[config.mk]
export PLATFORM = sky130hd
export DESIGN_NAME = row_sr_ctrl_flat
export DESIGN_NICKNAME = d
export VERILOG_FILES = /design/src/rtl/row_sr_ctrl_pkg.sv /design/src/rtl/row_sr_ctrl_if.sv /design/src/rtl/row_sr_ctrl_win_pos_counter.sv /design/src/rtl/row_sr_ctrl.sv /design/src/flat_wrapper.sv
export SDC_FILE = /design/constraint.sdc
export NUM_CORES = 1
export LEC_CHECK = 0
export BUFFER_PORTS_ARGS = -buffer_cell sky130_fd_sc_hd__buf_2
export CAP_MARGIN = 30
export CELL_PAD_IN_SITES_DETAIL_PLACEMENT = 0
export CELL_PAD_IN_SITES_GLOBAL_PLACEMENT = 1
export CORE_ASPECT_RATIO = 0.75
export CORE_UTILIZATION = 45
export DETAILED_ROUTE_END_ITERATION = 7
export PLACE_DENSITY_LB_ADDON = 0.1
export SYNTH_ARGS = -nofsm -noshare
export SYNTH_HDL_FRONTEND = slang
export SYNTH_HIERARCHICAL = 1
export SYNTH_SLANG_ARGS = --single-unit
[constraint.sdc]
create_clock -name clock -period 6.8 [get_ports clock]
set_input_delay 0.68 -clock clock [delete_from_list [all_inputs] [get_ports clock]]
set_output_delay 0.68 -clock clock [all_outputs]
set_load 0.02 [all_outputs]
[src/rtl/row_sr_ctrl_pkg.sv]
// Shared types and constant helpers for the row shift-register sequencer.
package row_sr_ctrl_pkg;

    localparam int CNT_W_DEFAULT = 16;

    typedef enum logic [1:0] {
        IDLE  = 2'd0,
        FILL  = 2'd1,
        SHIFT = 2'd2,
        DONE  = 2'd3
    } state_t;

    // Last legal window column (window left edge).
    function automatic int last_col_pos(input int img_w, input int win);
        return img_w - win;
    endfunction

    // Last legal window row (window top edge).
    function automatic int last_row_pos(input int img_h, input int win);
        return img_h - win;
    endfunction

    // Pixels per frame, computed wide so the range check cannot overflow.
    function automatic longint frame_pixels(input int img_w, input int img_h);
        return longint'(img_w) * longint'(img_h);
    endfunction

endpackage

[src/rtl/row_sr_ctrl_if.sv]
// Pixel, row-SR and window handshake bundle between the sequencer and its neighbours.
interface row_sr_ctrl_if
    import row_sr_ctrl_pkg::*;
#(
    parameter int CNT_W = CNT_W_DEFAULT
);
    logic             pix_valid;
    logic             pix_ready;
    logic             sr_full;
    logic             sr_row_shift_rdy;
    logic             sr_shift_in_enable;
    logic             sr_shift_out_enable;
    logic             sr_shift_row_up;
    logic             win_valid;
    logic             win_ready;
    logic [CNT_W-1:0] win_col;
    logic [CNT_W-1:0] win_row;

    // Sequencer side: drives strobes, ready and window position.
    modport master (
        input  pix_valid,
        input  sr_full,
        input  sr_row_shift_rdy,
        input  win_ready,
        output pix_ready,
        output sr_shift_in_enable,
        output sr_shift_out_enable,
        output sr_shift_row_up,
        output win_valid,
        output win_col,
        output win_row
    );

    // Environment side: upstream pixel source, row SR and window datapath.
    modport slave (
        output pix_valid,
        output sr_full,
        output sr_row_shift_rdy,
        output win_ready,
        input  pix_ready,
        input  sr_shift_in_enable,
        input  sr_shift_out_enable,
        input  sr_shift_row_up,
        input  win_valid,
        input  win_col,
        input  win_row
    );

endinterface

[src/rtl/row_sr_ctrl_win_pos_counter.sv]
// Column/row position counter for the window left-top corner; the column
// wraps at the last window column and the row wraps after the last window.
module win_pos_counter
    import row_sr_ctrl_pkg::*;
#(
    parameter int CNT_W    = CNT_W_DEFAULT,
    parameter int LAST_COL = 5,
    parameter int LAST_ROW = 1
) (
    input  logic             clock,
    input  logic             reset,
    input  logic             inc,
    input  logic             clr,
    output logic [CNT_W-1:0] col,
    output logic [CNT_W-1:0] row,
    output logic             last_col,
    output logic             last_win
);

    localparam logic [CNT_W-1:0] COL_END = CNT_W'(LAST_COL);
    localparam logic [CNT_W-1:0] ROW_END = CNT_W'(LAST_ROW);

    assign last_col = (col == COL_END);
    assign last_win = last_col && (row == ROW_END);

    // Advance position on each consumed window; clear wins over advance.
    always_ff @(posedge clock or negedge reset) begin
        if (!reset) begin
            col <= '0;
            row <= '0;
        end else if (clr) begin
            col <= '0;
            row <= '0;
        end else if (inc) begin
            if (last_col) begin
                col <= '0;
                row <= last_win ? '0 : row + CNT_W'(1);
            end else begin
                col <= col + CNT_W'(1);
            end
        end
    end

endmodule

[src/rtl/row_sr_ctrl.sv]
// Sequencer for the row shift register feeding the first row of the
// convolution window: gates pixels in, shifts one column per window and
// skips to the next row at the end of each output row.
module row_sr_ctrl
    import row_sr_ctrl_pkg::*;
#(
    parameter int IMG_W = 8,
    parameter int IMG_H = 4,
    parameter int WIN   = 3,
    parameter int CNT_W = CNT_W_DEFAULT
) (
    input  logic          clock,
    input  logic          reset,
    input  logic          start,
    input  logic          abort,
    row_sr_ctrl_if.master bus,
    output logic          frame_done
);

    localparam int               LAST_COL    = last_col_pos(IMG_W, WIN);
    localparam int               LAST_ROW    = last_row_pos(IMG_H, WIN);
    localparam longint           FRAME_PIX_L = frame_pixels(IMG_W, IMG_H);
    localparam logic [CNT_W-1:0] FRAME_PIX   = CNT_W'(FRAME_PIX_L);

    // Pixel count must fit the counters, and the window must fit the image.
    if (FRAME_PIX_L >= (longint'(1) << CNT_W)) begin : g_size_check
        $error("row_sr_ctrl: IMG_W*IMG_H does not fit in CNT_W bits");
    end
    if ((WIN < 1) || (WIN > IMG_W) || (WIN > IMG_H)) begin : g_win_check
        $error("row_sr_ctrl: WIN must be in 1..min(IMG_W, IMG_H)");
    end

    state_t           state;
    state_t           state_next;
    logic [CNT_W-1:0] pix_cnt;
    logic [CNT_W-1:0] win_col;
    logic [CNT_W-1:0] win_row;
    logic             pix_ready;
    logic             win_valid;
    logic             accept;
    logic             consume;
    logic             row_up;
    logic             last_col;
    logic             last_win;
    logic             frame_start;
    logic             pos_clr;

    // A new frame only starts from IDLE, and abort beats start.
    assign frame_start = (state == IDLE) && start && !abort;
    assign pos_clr     = frame_start || abort;

    // Handshake and row-SR strobe decode; every output is zero in IDLE.
    always_comb begin
        pix_ready = 1'b0;
        win_valid = 1'b0;
        accept    = 1'b0;
        consume   = 1'b0;
        row_up    = 1'b0;
        if (((state == FILL) || (state == SHIFT)) && !bus.sr_full &&
            (pix_cnt < FRAME_PIX)) begin
            pix_ready = 1'b1;
        end
        win_valid = (state == SHIFT) && bus.sr_row_shift_rdy;
        accept    = bus.pix_valid && pix_ready;
        consume   = win_valid && bus.win_ready;
        row_up    = consume && last_col;
    end

    assign bus.pix_ready           = pix_ready;
    assign bus.sr_shift_in_enable  = accept;
    assign bus.sr_shift_out_enable = consume;
    assign bus.sr_shift_row_up     = row_up;
    assign bus.win_valid           = win_valid;
    assign bus.win_col             = win_col;
    assign bus.win_row             = win_row;
    assign frame_done              = (state == DONE);

    // Frame state register.
    always_ff @(posedge clock or negedge reset) begin
        if (!reset) begin
            state <= IDLE;
        end else begin
            state <= state_next;
        end
    end

    // Next-state logic; abort returns to IDLE from anywhere without DONE.
    always_comb begin
        state_next = state;
        case (state)
            IDLE:    if (start) state_next = FILL;
            FILL:    if (bus.sr_row_shift_rdy) state_next = SHIFT;
            SHIFT:   if (consume && last_win) state_next = DONE;
            DONE:    state_next = IDLE;
            default: state_next = IDLE;
        endcase
        if (abort) begin
            state_next = IDLE;
        end
    end

    // Count accepted pixels so intake stops once the whole frame is in.
    always_ff @(posedge clock or negedge reset) begin
        if (!reset) begin
            pix_cnt <= '0;
        end else if (pos_clr) begin
            pix_cnt <= '0;
        end else if (accept) begin
            pix_cnt <= pix_cnt + CNT_W'(1);
        end
    end

    win_pos_counter #(
        .CNT_W    (CNT_W),
        .LAST_COL (LAST_COL),
        .LAST_ROW (LAST_ROW)
    ) u_win_pos (
        .clock    (clock),
        .reset    (reset),
        .inc      (consume),
        .clr      (pos_clr),
        .col      (win_col),
        .row      (win_row),
        .last_col (last_col),
        .last_win (last_win)
    );

endmodule

[src/flat_wrapper.sv]
// flat-port wrapper written by rule: the top's interface ports become plain ports
module row_sr_ctrl_flat import row_sr_ctrl_pkg::*;
#(
    parameter int IMG_W = 8,
    parameter int IMG_H = 4,
    parameter int WIN   = 3,
    parameter int CNT_W = CNT_W_DEFAULT
)
  (clock, reset, start, abort, frame_done, bus_pix_valid, bus_sr_full, bus_sr_row_shift_rdy, bus_win_ready, bus_pix_ready, bus_sr_shift_in_enable, bus_sr_shift_out_enable, bus_sr_shift_row_up, bus_win_valid, bus_win_col, bus_win_row);
  row_sr_ctrl_if #(.CNT_W(CNT_W)) bus_i ();
  input  logic clock;
  input  logic reset;
  input  logic start;
  input  logic abort;
  output logic frame_done;
  input wire logic [$bits(bus_i.pix_valid)-1:0] bus_pix_valid;
  input wire logic [$bits(bus_i.sr_full)-1:0] bus_sr_full;
  input wire logic [$bits(bus_i.sr_row_shift_rdy)-1:0] bus_sr_row_shift_rdy;
  input wire logic [$bits(bus_i.win_ready)-1:0] bus_win_ready;
  output wire logic [$bits(bus_i.pix_ready)-1:0] bus_pix_ready;
  output wire logic [$bits(bus_i.sr_shift_in_enable)-1:0] bus_sr_shift_in_enable;
  output wire logic [$bits(bus_i.sr_shift_out_enable)-1:0] bus_sr_shift_out_enable;
  output wire logic [$bits(bus_i.sr_shift_row_up)-1:0] bus_sr_shift_row_up;
  output wire logic [$bits(bus_i.win_valid)-1:0] bus_win_valid;
  output wire logic [$bits(bus_i.win_col)-1:0] bus_win_col;
  output wire logic [$bits(bus_i.win_row)-1:0] bus_win_row;
  assign bus_i.pix_valid = bus_pix_valid;
  assign bus_i.sr_full = bus_sr_full;
  assign bus_i.sr_row_shift_rdy = bus_sr_row_shift_rdy;
  assign bus_i.win_ready = bus_win_ready;
  assign bus_pix_ready = bus_i.pix_ready;
  assign bus_sr_shift_in_enable = bus_i.sr_shift_in_enable;
  assign bus_sr_shift_out_enable = bus_i.sr_shift_out_enable;
  assign bus_sr_shift_row_up = bus_i.sr_shift_row_up;
  assign bus_win_valid = bus_i.win_valid;
  assign bus_win_col = bus_i.win_col;
  assign bus_win_row = bus_i.win_row;
  row_sr_ctrl #(.IMG_W(IMG_W), .IMG_H(IMG_H), .WIN(WIN), .CNT_W(CNT_W)) u_core (.clock(clock), .reset(reset), .start(start), .abort(abort), .bus(bus_i), .frame_done(frame_done));
endmodule
==> results by group <==
Outcome
  – Result of the run: finished clean

Final layout
  – Area taken by flip-flops and latches: between 1000 and 1500 sq um
  – Final-layout fill cell count: 548
  – Number of diodes added for antenna fixing: 0
  – Nets@finish: 330
  – Layout overhead on the synthesized area: 13.85%
  – Finished Layout Cells: between 300 and 400
  – Area occupied by multi-input gates: between 1000 and 1500 sq um
  – Fraction of layout instances using a drive strength above 1: 0.2102
  – Core Util, Final: 0.5333

Drt
  – Count of antenna-violating nets left after detailed routing: 0
  – Routed Wire Length: 5759 um
  – Vias after detailed routing: 2121
  – Pre-antenna DRT Iters: 4
  – Number of violations reported at the end of detailed-routing iteration 0: 143
  – Via/cell ratio: around 5.4
  – Wirelength per Cell: 14.69 um
  – Remaining design rule violation count: 0

Global routing
  – Vias in the first global route: 2011
  – Antenna violations before repair: 0
  – Wire length of the first global-routing pass: approximately 10000 um
  – Maximum number of pins on one net before global-route repair: 51
  – Aggregate global-route resource usage: 0.1994
  – Overflow left after global routing: 0

Floorplan
  – Num ports: 46
  – Initial standard-cell utilization of the core: 0.4684
  – Core Rows: 24
  – Width of the die: 91.92 um
  – Area of the die: 6383 sq um
  – Die H: between 60 and 70 um
  – Core Area: a little under 6000 sq um

Worst setup path
  – Largest driver fanout on the critical path: 16
  – Endpoint kind of the worst setup timing path: flip-flop
  – Crit path required time: 6.97 ns
  – Critical R2R Capture: u_core/u_win_pos/col[8]
  – Cell-by-cell listing of the critical path: inv_1 > ha_1 > a21oi_1 > inv_1 > o21ai_0 > nor2_1 > nand4_1 > xor2_1 > nor2_1
  – R2R Path Start: u_core/state[0]
  – Largest stage delay on the critical path: 0.74 ns
  – Kind of start point of the critical path: flip-flop
  – Reg-to-reg slack, setup: approximately 3.6 ns
  – Endpoint of the worst setup timing path: u_core/u_win_pos/col[8]
  – Critical-path top delay cell: sky130_fd_sc_hd__a21oi_1
  – Critical path class: flip-flop to flip-flop
  – Length in cells of the worst reg-to-reg path: 9
  – Worst setup path startpoint: u_core/state[0]
  – Arrival time of data at the critical path endpoint: 3.41 ns

Yosys
  – Sequential fraction of the synthesis area: 0.4585
  – Share of flip-flops with an asynchronous set or reset: 1.000
  – Post-synthesis instance area: 2729 sq um
  – Mean Syn Cell Area: 10.07 sq um
  – Distinct cell type count after synthesis: 51
  – Number of synthesized flops with an enable pin: 0
  – Post-synthesis register bit count: 50
  – Most frequently used flop master after synthesis: sky130_fd_sc_hd__dfrtp_1
  – Total nets after synthesis: 288
  – Syn Inst Count: approximately 270
  – Synth warnings: 6

STA
  – Fraction of the cycle the final worst path needs: 0.4765
  – Setup clock skew after layout: 0.007210 ns
  – Slew Viols, Final: 0
  – Endpoints failing setup: 0
  – Clock period minus worst slack: 3.240 ns
  – Slew of the pin with the lowest slew margin: 0.9599 ns
  – Number of failing hold endpoints at the final stage: 0
  – Setup Total Neg Slack: 0 ns
  – Max frequency: 0.3086 GHz
  – RSZ-0062 raised after global routing: false
  – Worst slew margin: 0.3601

Pwr
  – Worst IR Drop VDD: 0.0001099 V
  – Total power per unit cell area: 221.9 nW/um^2
  – Overall power of the completed layout: between 0.6 and 0.7 mW
  – P_leak: 1.428 nW

CTS
  – Post-cts resize count: 0
  – Post-CTS Hold Fix Bufs: 0
  – Library cell used as clock root buffer: sky130_fd_sc_hd__clkbuf_8
  – H-tree levels: 2
  – CTS tree: yes
  – Latest clock arrival within the worst-skew pair: around 0.3 ns
  – Setup Fix Bufs, Post-CTS: 0
  – CTS Buf Count: 5
  – Clock input transition at the sequential cells of the worst setup and hold paths: 0.08 ns
  – CTS Buffer Depth: 2
  – Number of clock sinks: 50

Min path
  – Type of the tightest min-delay check: input pin to async pin

Placed design
  – Number of buffers added on ports: 45
  – Total instance count after detailed placement: 384
  – RePlAce Congestion: 0.7688
  – HPWL after detailed placement: 4207 um

Flow run
  – Count of maximum capacitance violations: 0
-- worst min path at each step --
stage                                     to  cells past startpoint              start
floorplan                  u_core/pix_cnt[0]                      0              reset
global placement           u_core/pix_cnt[7]                      1  u_core/pix_cnt[7]
detailed placement         u_core/pix_cnt[7]                      1  u_core/pix_cnt[7]
CTS                 u_core/u_win_pos/row[10]                      2              reset
global route               u_core/pix_cnt[7]                      1  u_core/pix_cnt[7]
finish               u_core/u_win_pos/col[9]                      2              reset
-- cells by family after synthesis --
logic type	after synthesis	share of synthesized area
AND/OR/NAND/NOR	123	0.2604
flip-flops	50	0.4585
AO/OA/AOI/OAI	40	0.1151
XOR/XNOR	24	0.07703
buffers and inverters	22	0.03668
adder cells (fa/ha/maj)	9	0.04127
multiplexers	3	0.01100
-- cells in the mapped netlist, drive strengths merged, types with 2 or more instances --
cell type   n  share of area
nand2      18          0.025
inv        11          0.015
a31oi       2         0.0046
or3         2         0.0046
nor4b       2         0.0087
and2       12          0.028
nor4        7          0.028
nand4      11          0.028
nor2       34          0.047
and4        6          0.019
nand3       8          0.015
or4         4          0.011
and3        4         0.0092
dfrtp      50           0.46
buf         8          0.017
ha          9          0.041
xor2        8          0.026
o31ai       4          0.011
a21oi      15          0.032
nand2b      3         0.0069
clkbuf      3         0.0041
a2111oi     4          0.029
nor3        6          0.011
o21ai       5         0.0092
a211oi      3         0.0083
xnor2      16          0.051
mux2i       3          0.011
-- per-layer routing --
layer,wire length (um),up-vias,global-route usage
li1,-,1044,-
met1,3133,1034,0.3115
met2,2379,38,0.2786
met3,190,5,0.04167
met4,55,0,0.05208
met5,0,-,0
-- layout make-up --
type / instances / share of cell area
inverters: 11 / 0.01329
flip-flops and latches: 50 / 0.4027
repair buffers: 46 / 0.07491
well taps: 78 / 0.03141
clock buffers: 7 / 0.02457
multi-input cells: 199 / 0.4434
clock inverters: 1 / 0.009666
-- where the power goes --
part / total [mW] / switching, mW / leakage [nW] / internal [mW]
combinational: 0.157 / 0.105 / 0.680 / 0.0517
clock: 0.205 / 0.0949 / 0.0524 / 0.110
sequential: 0.327 / 0.0187 / 0.696 / 0.308
total: 0.689 / 0.219 / 1.43 / 0.470
-- per-stage QoR --
stage               cell area, sq um  hold slack [ns]  setup slack (ns)
floorplan                       2729           0.3844             4.399
global placement                3000           0.4701             3.510
detailed placement              3000           0.4722             3.467
CTS                             3107           0.4953             3.564
global route                    3107           0.5160             3.246
finish                          3107           0.4696             3.560
-- cells in the final DEF, fill, tap and decap left out, types with 2 or more instances in the layout --
master	count
sky130_fd_sc_hd__nor4_2	3
sky130_fd_sc_hd__nor4_1	3
sky130_fd_sc_hd__and4_1	6
sky130_fd_sc_hd__a21oi_1	14
sky130_fd_sc_hd__buf_2	45
sky130_fd_sc_hd__o31ai_1	4
sky130_fd_sc_hd__a2111oi_4	2
sky130_fd_sc_hd__a31oi_1	2
sky130_fd_sc_hd__or4_1	4
sky130_fd_sc_hd__inv_1	11
sky130_fd_sc_hd__nand2_1	18
sky130_fd_sc_hd__nor3_1	6
sky130_fd_sc_hd__nand2b_1	3
sky130_fd_sc_hd__and3_1	4
sky130_fd_sc_hd__o21ai_0	5
sky130_fd_sc_hd__xor2_1	8
sky130_fd_sc_hd__ha_1	9
sky130_fd_sc_hd__nand4_1	10
sky130_fd_sc_hd__mux2i_1	3
sky130_fd_sc_hd__clkbuf_1	2
sky130_fd_sc_hd__clkbuf_8	5
sky130_fd_sc_hd__nand3_1	8
sky130_fd_sc_hd__dfrtp_1	50
sky130_fd_sc_hd__or3_1	2
sky130_fd_sc_hd__and2_1	11
sky130_fd_sc_hd__nor2_1	34
sky130_fd_sc_hd__a211oi_1	3
sky130_fd_sc_hd__xnor2_1	16
-- sequential cells by signal, indices dropped and copies added (netlist names) --
register,flops
u_core/u_win_pos/row,16
u_core/state,2
u_core/pix_cnt,16
u_core/u_win_pos/col,16
-- worst max-delay path: cells and delay by family, from the launching register on --
kind / cells / cell delay (ns)
compound gates: 2 / 1.39
buf+inv: 2 / 0.57
flops: 1 / 0.41
simple gates: 3 / 0.37
fa+ha+maj: 1 / 0.21
xor+xnor: 1 / 0.16
Power figures use the tool's default switching activity.
